`config.mk`:
```
export PLATFORM = sky130hd
export DESIGN_NAME = mem_port_arbiter
export DESIGN_NICKNAME = d
export VERILOG_FILES = /design/src/rtl/mem_port_arbiter.sv
export SDC_FILE = /design/constraint.sdc
export NUM_CORES = 1
export LEC_CHECK = 0
export CAP_MARGIN = 0
export CORE_MARGIN = 8
export CORE_UTILIZATION = 48
export CTS_BUF_LIST = sky130_fd_sc_hd__clkbuf_2 sky130_fd_sc_hd__clkbuf_4 sky130_fd_sc_hd__clkbuf_8
export CTS_CLUSTER_DIAMETER = 150
export DETAILED_ROUTE_END_ITERATION = 16
export DONT_BUFFER_PORTS = 1
export PLACE_DENSITY_LB_ADDON = 0.05
export RECOVER_POWER = 100
export SKIP_CTS_REPAIR_TIMING = 1
export SLEW_MARGIN = 20
export SYNTH_ARGS = -nofsm -noshare
export SYNTH_HDL_FRONTEND = slang
export SYNTH_SLANG_ARGS = --single-unit
```
`constraint.sdc`:
```
create_clock -name i_Clk -period 4.77 [get_ports i_Clk]
set_input_delay 0.2385 -clock i_Clk [delete_from_list [all_inputs] [get_ports i_Clk]]
set_output_delay 0.2385 -clock i_Clk [all_outputs]
set_load 0.1 [all_outputs]
```
`src/rtl/mem_port_arbiter.sv`:
```
// Arbitrates one single-port unified memory between instruction fetch (I) and
// load/store (D); D has priority, a starvation counter forces an occasional I grant.
module mem_port_arbiter #(
    parameter int unsigned STARVE_MAX = 4,
    parameter int unsigned CNT_W      = 4,
    parameter int unsigned TIMEOUT    = 64,
    parameter int unsigned TO_W       = 8
) (
    input  logic        i_Clk,
    input  logic        i_Rst,

    input  logic        i_I_Req,
    input  logic [31:0] i_I_Addr,
    output logic        o_I_Ack,
    output logic [31:0] o_I_RData,
    output logic        o_I_Err,

    input  logic        i_D_Req,
    input  logic        i_D_WE,
    input  logic [1:0]  i_D_Size,
    input  logic [31:0] i_D_Addr,
    input  logic [31:0] i_D_WData,
    output logic        o_D_Ack,
    output logic [31:0] o_D_RData,
    output logic        o_D_Err,

    output logic        o_Mem_Req,
    output logic        o_Mem_WE,
    output logic [1:0]  o_Mem_Size,
    output logic [31:0] o_Mem_Addr,
    output logic [31:0] o_Mem_WData,
    input  logic        i_Mem_Done,
    input  logic [31:0] i_Mem_RData,

    output logic        o_Busy
);

    typedef enum logic [1:0] {
        S_IDLE  = 2'd0,
        S_ISSUE = 2'd1,
        S_RESP  = 2'd2
    } state_e;

    localparam logic [CNT_W-1:0] SCNT_MAX  = CNT_W'(STARVE_MAX);
    localparam logic [TO_W-1:0]  WD_MAX    = TO_W'(TIMEOUT);
    localparam logic [1:0]       SIZE_WORD = 2'b10;

    state_e            state_q;
    logic              owner_d_q;
    logic [CNT_W-1:0]  scnt_q;
    logic [TO_W-1:0]   wd_q;

    logic              mem_req_q;
    logic              mem_we_q;
    logic [1:0]        mem_size_q;
    logic [31:0]       mem_addr_q;
    logic [31:0]       mem_wdata_q;

    logic              i_ack_q;
    logic [31:0]       i_rdata_q;
    logic              i_err_q;
    logic              d_ack_q;
    logic [31:0]       d_rdata_q;
    logic              d_err_q;
    logic              busy_q;

    logic              grant_i_d;
    logic              grant_d_d;
    logic [CNT_W-1:0]  scnt_d;
    logic              finish_d;
    logic [31:0]       resp_data_d;

    // Grant decision and starvation bookkeeping; only meaningful in IDLE.
    always_comb begin
        grant_i_d = 1'b0;
        grant_d_d = 1'b0;
        scnt_d    = scnt_q;
        if (state_q == S_IDLE) begin
            if (i_I_Req && (!i_D_Req || scnt_q == SCNT_MAX)) begin
                grant_i_d = 1'b1;
                scnt_d    = '0;
            end else if (i_D_Req) begin
                grant_d_d = 1'b1;
                if (!i_I_Req) begin
                    scnt_d = '0;
                end else if (scnt_q != SCNT_MAX) begin
                    scnt_d = scnt_q + CNT_W'(1);
                end
            end
        end
    end

    // Completion wins over the watchdog when both happen in the same cycle.
    always_comb begin
        finish_d    = i_Mem_Done || (wd_q == WD_MAX);
        resp_data_d = (i_Mem_Done && !mem_we_q) ? i_Mem_RData : '0;
    end

    always_ff @(posedge i_Clk) begin
        if (i_Rst) begin
            state_q     <= S_IDLE;
            owner_d_q   <= 1'b0;
            scnt_q      <= '0;
            wd_q        <= '0;
            mem_req_q   <= 1'b0;
            mem_we_q    <= 1'b0;
            mem_size_q  <= '0;
            mem_addr_q  <= '0;
            mem_wdata_q <= '0;
            i_ack_q     <= 1'b0;
            i_rdata_q   <= '0;
            i_err_q     <= 1'b0;
            d_ack_q     <= 1'b0;
            d_rdata_q   <= '0;
            d_err_q     <= 1'b0;
            busy_q      <= 1'b0;
        end else begin
            i_ack_q <= 1'b0;
            d_ack_q <= 1'b0;
            scnt_q  <= scnt_d;
            case (state_q)
                S_IDLE: begin
                    if (grant_i_d || grant_d_d) begin
                        state_q   <= S_ISSUE;
                        owner_d_q <= grant_d_d;
                        busy_q    <= 1'b1;
                        mem_req_q <= 1'b1;
                        wd_q      <= TO_W'(1);
                        if (grant_d_d) begin
                            mem_we_q    <= i_D_WE;
                            mem_size_q  <= i_D_Size;
                            mem_addr_q  <= i_D_Addr;
                            mem_wdata_q <= i_D_WData;
                        end else begin
                            mem_we_q    <= 1'b0;
                            mem_size_q  <= SIZE_WORD;
                            mem_addr_q  <= i_I_Addr;
                            mem_wdata_q <= '0;
                        end
                    end
                end
                S_ISSUE: begin
                    if (finish_d) begin
                        state_q   <= S_RESP;
                        mem_req_q <= 1'b0;
                        if (owner_d_q) begin
                            d_ack_q   <= 1'b1;
                            d_rdata_q <= resp_data_d;
                            d_err_q   <= !i_Mem_Done;
                        end else begin
                            i_ack_q   <= 1'b1;
                            i_rdata_q <= resp_data_d;
                            i_err_q   <= !i_Mem_Done;
                        end
                    end else begin
                        wd_q <= wd_q + TO_W'(1);
                    end
                end
                S_RESP: begin
                    state_q <= S_IDLE;
                    busy_q  <= 1'b0;
                    wd_q    <= '0;
                end
                default: begin
                    state_q <= S_IDLE;
                    busy_q  <= 1'b0;
                end
            endcase
        end
    end

    assign o_I_Ack     = i_ack_q;
    assign o_I_RData   = i_rdata_q;
    assign o_I_Err     = i_err_q;
    assign o_D_Ack     = d_ack_q;
    assign o_D_RData   = d_rdata_q;
    assign o_D_Err     = d_err_q;
    assign o_Mem_Req   = mem_req_q;
    assign o_Mem_WE    = mem_we_q;
    assign o_Mem_Size  = mem_size_q;
    assign o_Mem_Addr  = mem_addr_q;
    assign o_Mem_WData = mem_wdata_q;
    assign o_Busy      = busy_q;

endmodule

```
Word-level counts from Yosys, hierarchy flattened --
Cells that the tools add are included.
Word-level totals: flip-flop bits (word level) 152, input bits 136, logic and storage cells 77
Cells by class: add/sub/neg operators 2, equal/unequal tests 9, multiplexer cells 26, bitwise gates (word level) 3, reductions and logical operators 21
Operator list (number):
- $mux W32 | 3
- $pmux W8 S3 | 1
- $mux W4 | 4
- $mux W8 | 2
- $reduce_and A3 Y1 | 5
- $mux W1 | 10
- $add A8 B1 Y8 const B | 1
- $eq A8 B7 Y1 const B | 1
- $mux W2 | 3
- $reduce_and A2 Y1 | 3
- $add A4 B1 Y4 const B | 1
- $eq A4 B3 Y1 const B | 1
- $ne A2 B2 Y1 const B | 2
- $ne A4 B3 Y1 const B | 1
- $pmux W1 S2 | 2
- $pmux W2 S2 | 1
- $reduce_bool A2 Y1 | 2
- $logic_not A1 Y1 | 3
- $logic_or A1 B1 Y1 | 3
- $ne A3 B1 Y1 const B | 1
- $not A1 Y1 | 3
- $reduce_bool A3 Y1 | 1
- $reduce_or A3 Y1 | 1
- $eq A2 B1 Y1 const B | 1
- other kinds (4) | 5

Logic depth before layout (Yosys ltp) --
depth in word-level cells 8, mapped depth 8, gate-level depth less buffers 6

Worst setup path after synthesis --
No wires, ideal clock.
path type register -> register, start point register mem_we_q (netlist: o_Mem_WE), end point register d_rdata_q[10] (netlist: o_D_RData[10]), library setup time 0.116 ns, data arrival time 1.759 ns, required time 4.654 ns, path slack 2.895 ns, stages on the path, launching flop included 6, period minus slack after synthesis 1.875 ns, path through dfxtp_1 nor3b_1 clkbuf_1 nand2_1 nor3_1 a31o_2
Between the ends: cells in the longest elaborated chain, start to end 3
Ends and longest elaborated chain:
- start, declared | line 54 | logic mem_we_q;
- start signal, assigned | line 130 | mem_we_q <= i_D_WE;
- $logic_not A1 Y1 | line 96 | resp_data_d = (i_Mem_Done && !mem_we_q) ? i_Mem_RData : '0;
- $logic_and A1 B1 Y1 | line 96
- $mux W32 | line 96
- end signal, assigned | line 148 | d_rdata_q <= resp_data_d;
- end, declared | line 63 | logic [31:0] d_rdata_q;
Every way passes these cells. A chain may end at the register's enable or synchronous reset.

Final worst setup path --
start point register state_q[1], end point register i_rdata_q[5] (netlist: o_I_RData[5])
Between the ends: cells in the longest elaborated chain, start to end 2
Ends and longest elaborated chain:
- start, declared | line 48 | state_e state_q;
- start signal, assigned | line 101 | state_q <= S_IDLE;
- start signal, assigned | line 124 | state_q <= S_ISSUE;
- start signal, assigned | line 144 | state_q <= S_RESP;
- $eq A2 B1 Y1 | line 121 | case (state_q)
- $reduce_and A3 Y1 (no line)
- end signal, assigned | line 152 | i_rdata_q <= resp_data_d;
- end, declared | line 60 | logic [31:0] i_rdata_q;
Every way passes these cells.

==> results.md <==
- Most numerous cell in the Yosys netlist: dfxtp_1
- Non-Filler Instances: 893
- Main area contributors after synthesis: dfxtp_1 (50%), mux2i_1 (11%), a31o_2 (4.5%)
- CTS max path bufs: 2
- Worst setup EP type: flip-flop
- Critical path arrival: 4030 ps
- Buf/Inv on CP: 2
- Worst-path clk slew: 80 ps
- Filler Cell Count: 1087
- Register area share after synthesis: 50.0%
- CTS buffer count: 17
- Total power: 0.00394 W
- Flop-to-flop setup slack: 970 ps
- Core box area: 12500 sq um
- Placed Area: 6090 sq um
- CTS tree: yes
- Leakage: 2.79 nW
- Async SR Flop Fraction: 0%
- Fin. Hold Viols: 1
- Sequential cell area: 3040 sq um
- Max-slew violation count: 94
- Layout cells sized above 1: 10.1%
- Syn nets: 788
- Antenna violations before repair: 0
- Mapped Area: 6080 sq um
- Final Cell Area: 7410 sq um
- Worst setup path startpoint: state_q[1]$_SDFFE_PP0P_
- Gr ovfl total: 0
- Chip Height: 129 microns
- Capturing point of the worst reg2reg path: o_I_RData[5]$_SDFFE_PP0P_
- Yosys Warn Count: 0
- Port Buffers: 0
- Initial Util: 48.6%
- Crit-path max cell delay: 1790 ps
- H-tree depth: 4
- RePlAce Congestion: 0.773
- Setup repair after global routing missed its margin: false
- WL final: 17500 microns
- WHS Endpoint: o_Mem_Addr[11]$_SDFFE_PP0P_
- WP data required: 5000 ps
- DRC viols: 0
- Ant. Diodes: 0
- DP HPWL: 11100 microns
- Area occupied by multi-input gates: 2740 sq um
- Worst reg-to-reg path cell count: 7
- Most used flip-flop cell after synthesis: dfxtp_1
- Largest net degree at the start of global routing: 67
- DR vias/cell: 5.69
- Flops & latches, synth: 152
- Post-synth top area cell: dfxtp_1
- Outcome: finished with violations
- I/O pin total: 273
- Crit-path max FO: 33
- Sink Count: 152
- Full die area: 16500 sq um
- Synth top cells by count: dfxtp_1 (152), nand2_1 (71), mux2i_1 (67)
- Rel. slew slack: -67.9%
- Total GRT Usage: 18.5%
- Worst-skew pair later-pin latency: 440 ps
- DRT iter0 DRCs: 248
- FMAX: 0.263 GHz
- PwrDens: 532 nW/um^2
- Hold crit path type: in2reg
- Crit Reg-Reg Startpoint: state_q[1]$_SDFFE_PP0P_
- Initial DRT Pass Iterations: 4
- Avg Cell Area, Syn: 9.44 sq um
- Max VDD drop: 354 uV
- First-pass GRT wire length: 24200 microns
- Vias in the first global route: 4579
- Setup-failing EPs final: 0
- Synth cell types: 43
- Inst Count DP: 767
- Routed len/inst: 19.6 microns
- Crit path max-delay family: buffers and inverters
- Slowest-stage cell, CP: clkbuf_1
- Std cell rows: 41
- Setup crit start kind: flip-flop
- Hold Startpoint: i_I_Addr[11]
- WHS: -3.59 ps
- Die X: 129 microns
- Total Neg Setup Slack: 0 ps
- Clk root buf: clkbuf_8
- Minimum clock period: 3800 ps
- Cells after Synth: 644
- Tightest Pin Transition: 2520 ps
- Max-Cap Viols: 3
- Critical Path, Cell by Cell: inv_1, ha_1, nor4bb_1, a22oi_2, nor2_4, clkbuf_1, mux2i_1
- Clk_skew: 7.13 ps
- CP Class: reg2reg
- Nets: 856
- Share of the synthesized area in the top cell type: 50.0%
- Hold Path Depth: 2
- Layout area overhead: 21.8%
- Number of routed nets with antenna violations: 0
- Post-route clock period utilization: 79.7%
- EDFF count, synth: 0
- Failing checks: hold timing, capacitance limit, slew limit
- Vias: 5077
## state kept, by name, summed over array words and instances, names as in the netlist, 2 cells and up
register     cells
o_Mem_Size       2
wd_q             8
o_I_RData       32
o_Mem_WData     32
o_D_RData       32
scnt_q           4
state_q          2
o_Mem_Addr      32
## per-layer routing
layer  GRT usage [%]  vias up  part of all wire [%]
met2            30.0      228                    48
li1                -     2436                     -
met1            20.2     2394                    39
met4            7.46        0                   1.6
met5               0        -                     0
met3            9.43       19                    11
## report_power, final
group          switching, W  internal, W  total, W
Combinational      0.000374     0.000277  0.000651
Clock              0.000449     0.000425  0.000874
Sequential          0.00102      0.00140   0.00242
Total               0.00184      0.00210   0.00394
## how the worst max path moves through the flow
stage / cells after the start / to
global route: 7 / o_I_RData[29]$_SDFFE_PP0P_
detailed placement: 6 / o_D_RData[11]$_SDFFE_PP0P_
CTS: 6 / o_D_RData[5]$_SDFFE_PP0P_
global placement: 6 / o_D_RData[2]$_SDFFE_PP0P_
finish: 7 / o_I_RData[5]$_SDFFE_PP0P_
floorplan: 5 / o_D_RData[10]$_SDFFE_PP0P_
## cell usage in the layout (no fill, tap or decap), drive strengths merged, types with 2 or more instances in the layout
master and count:
dfxtp 152, dlygate4sd3 96, nand2 71, mux2i 67
nor2 47, a21oi 45, o21ai 43, a22oi 36
nor3 34, a31o 31, clkbuf 24, inv 12
ha 8, o31ai 5, nand4 4, nor3b 4
clkinv 4, buf 4, o311ai 3, nand3 3
and3 3, nor2b 3, o221a 2, and2 2
clkinvlp 2
## through the flow
| stage | hold slack (ps) | utilization (%) | setup WS (ps) |
|---|---|---|---|
| after CTS | -180 | 51.4 | 1820 |
| after detailed placement | 317 | 48.7 | 1850 |
| after global placement | 317 | 48.7 | 2000 |
| after floorplan | 335 | - | 2900 |
| final | -3.59 | 59.2 | 969 |
| after global routing | -0.515 | 59.2 | 728 |
## kinds of logic (layout without fill, tap and decap cells)
| family | count (synthesis) | in the layout | share of synthesized area [%] |
|---|---|---|---|
| DFF | 152 | 152 | 50.0 |
| adders and majority gates | 8 | 8 | 1.65 |
| and+or+nand+nor | 179 | 179 | 13.4 |
| muxes | 67 | 67 | 11.0 |
| buffers and inverters | 66 | 143 | 5.35 |
| AOI/OAI and AO/OA | 172 | 172 | 18.6 |
## worst reg2reg max path, stage by stage, from the launching register on
cell and delay [ps]:
dfxtp_1 330, inv_1 100, ha_1 420, nor4bb_1 430, a22oi_2 140, nor2_4 110, clkbuf_1 1790, mux2i_1 270
## layout make-up
type | count | area share (%)
flip-flops and latches | 152 | 41.1
multi-input cells | 426 | 36.9
repair buffers | 104 | 13.9
clock buffers | 20 | 3.55
well taps | 172 | 2.91
clock inverters | 8 | 1.05
inverters | 11 | 0.557
Note: power is estimated with default switching activity, not from simulation.
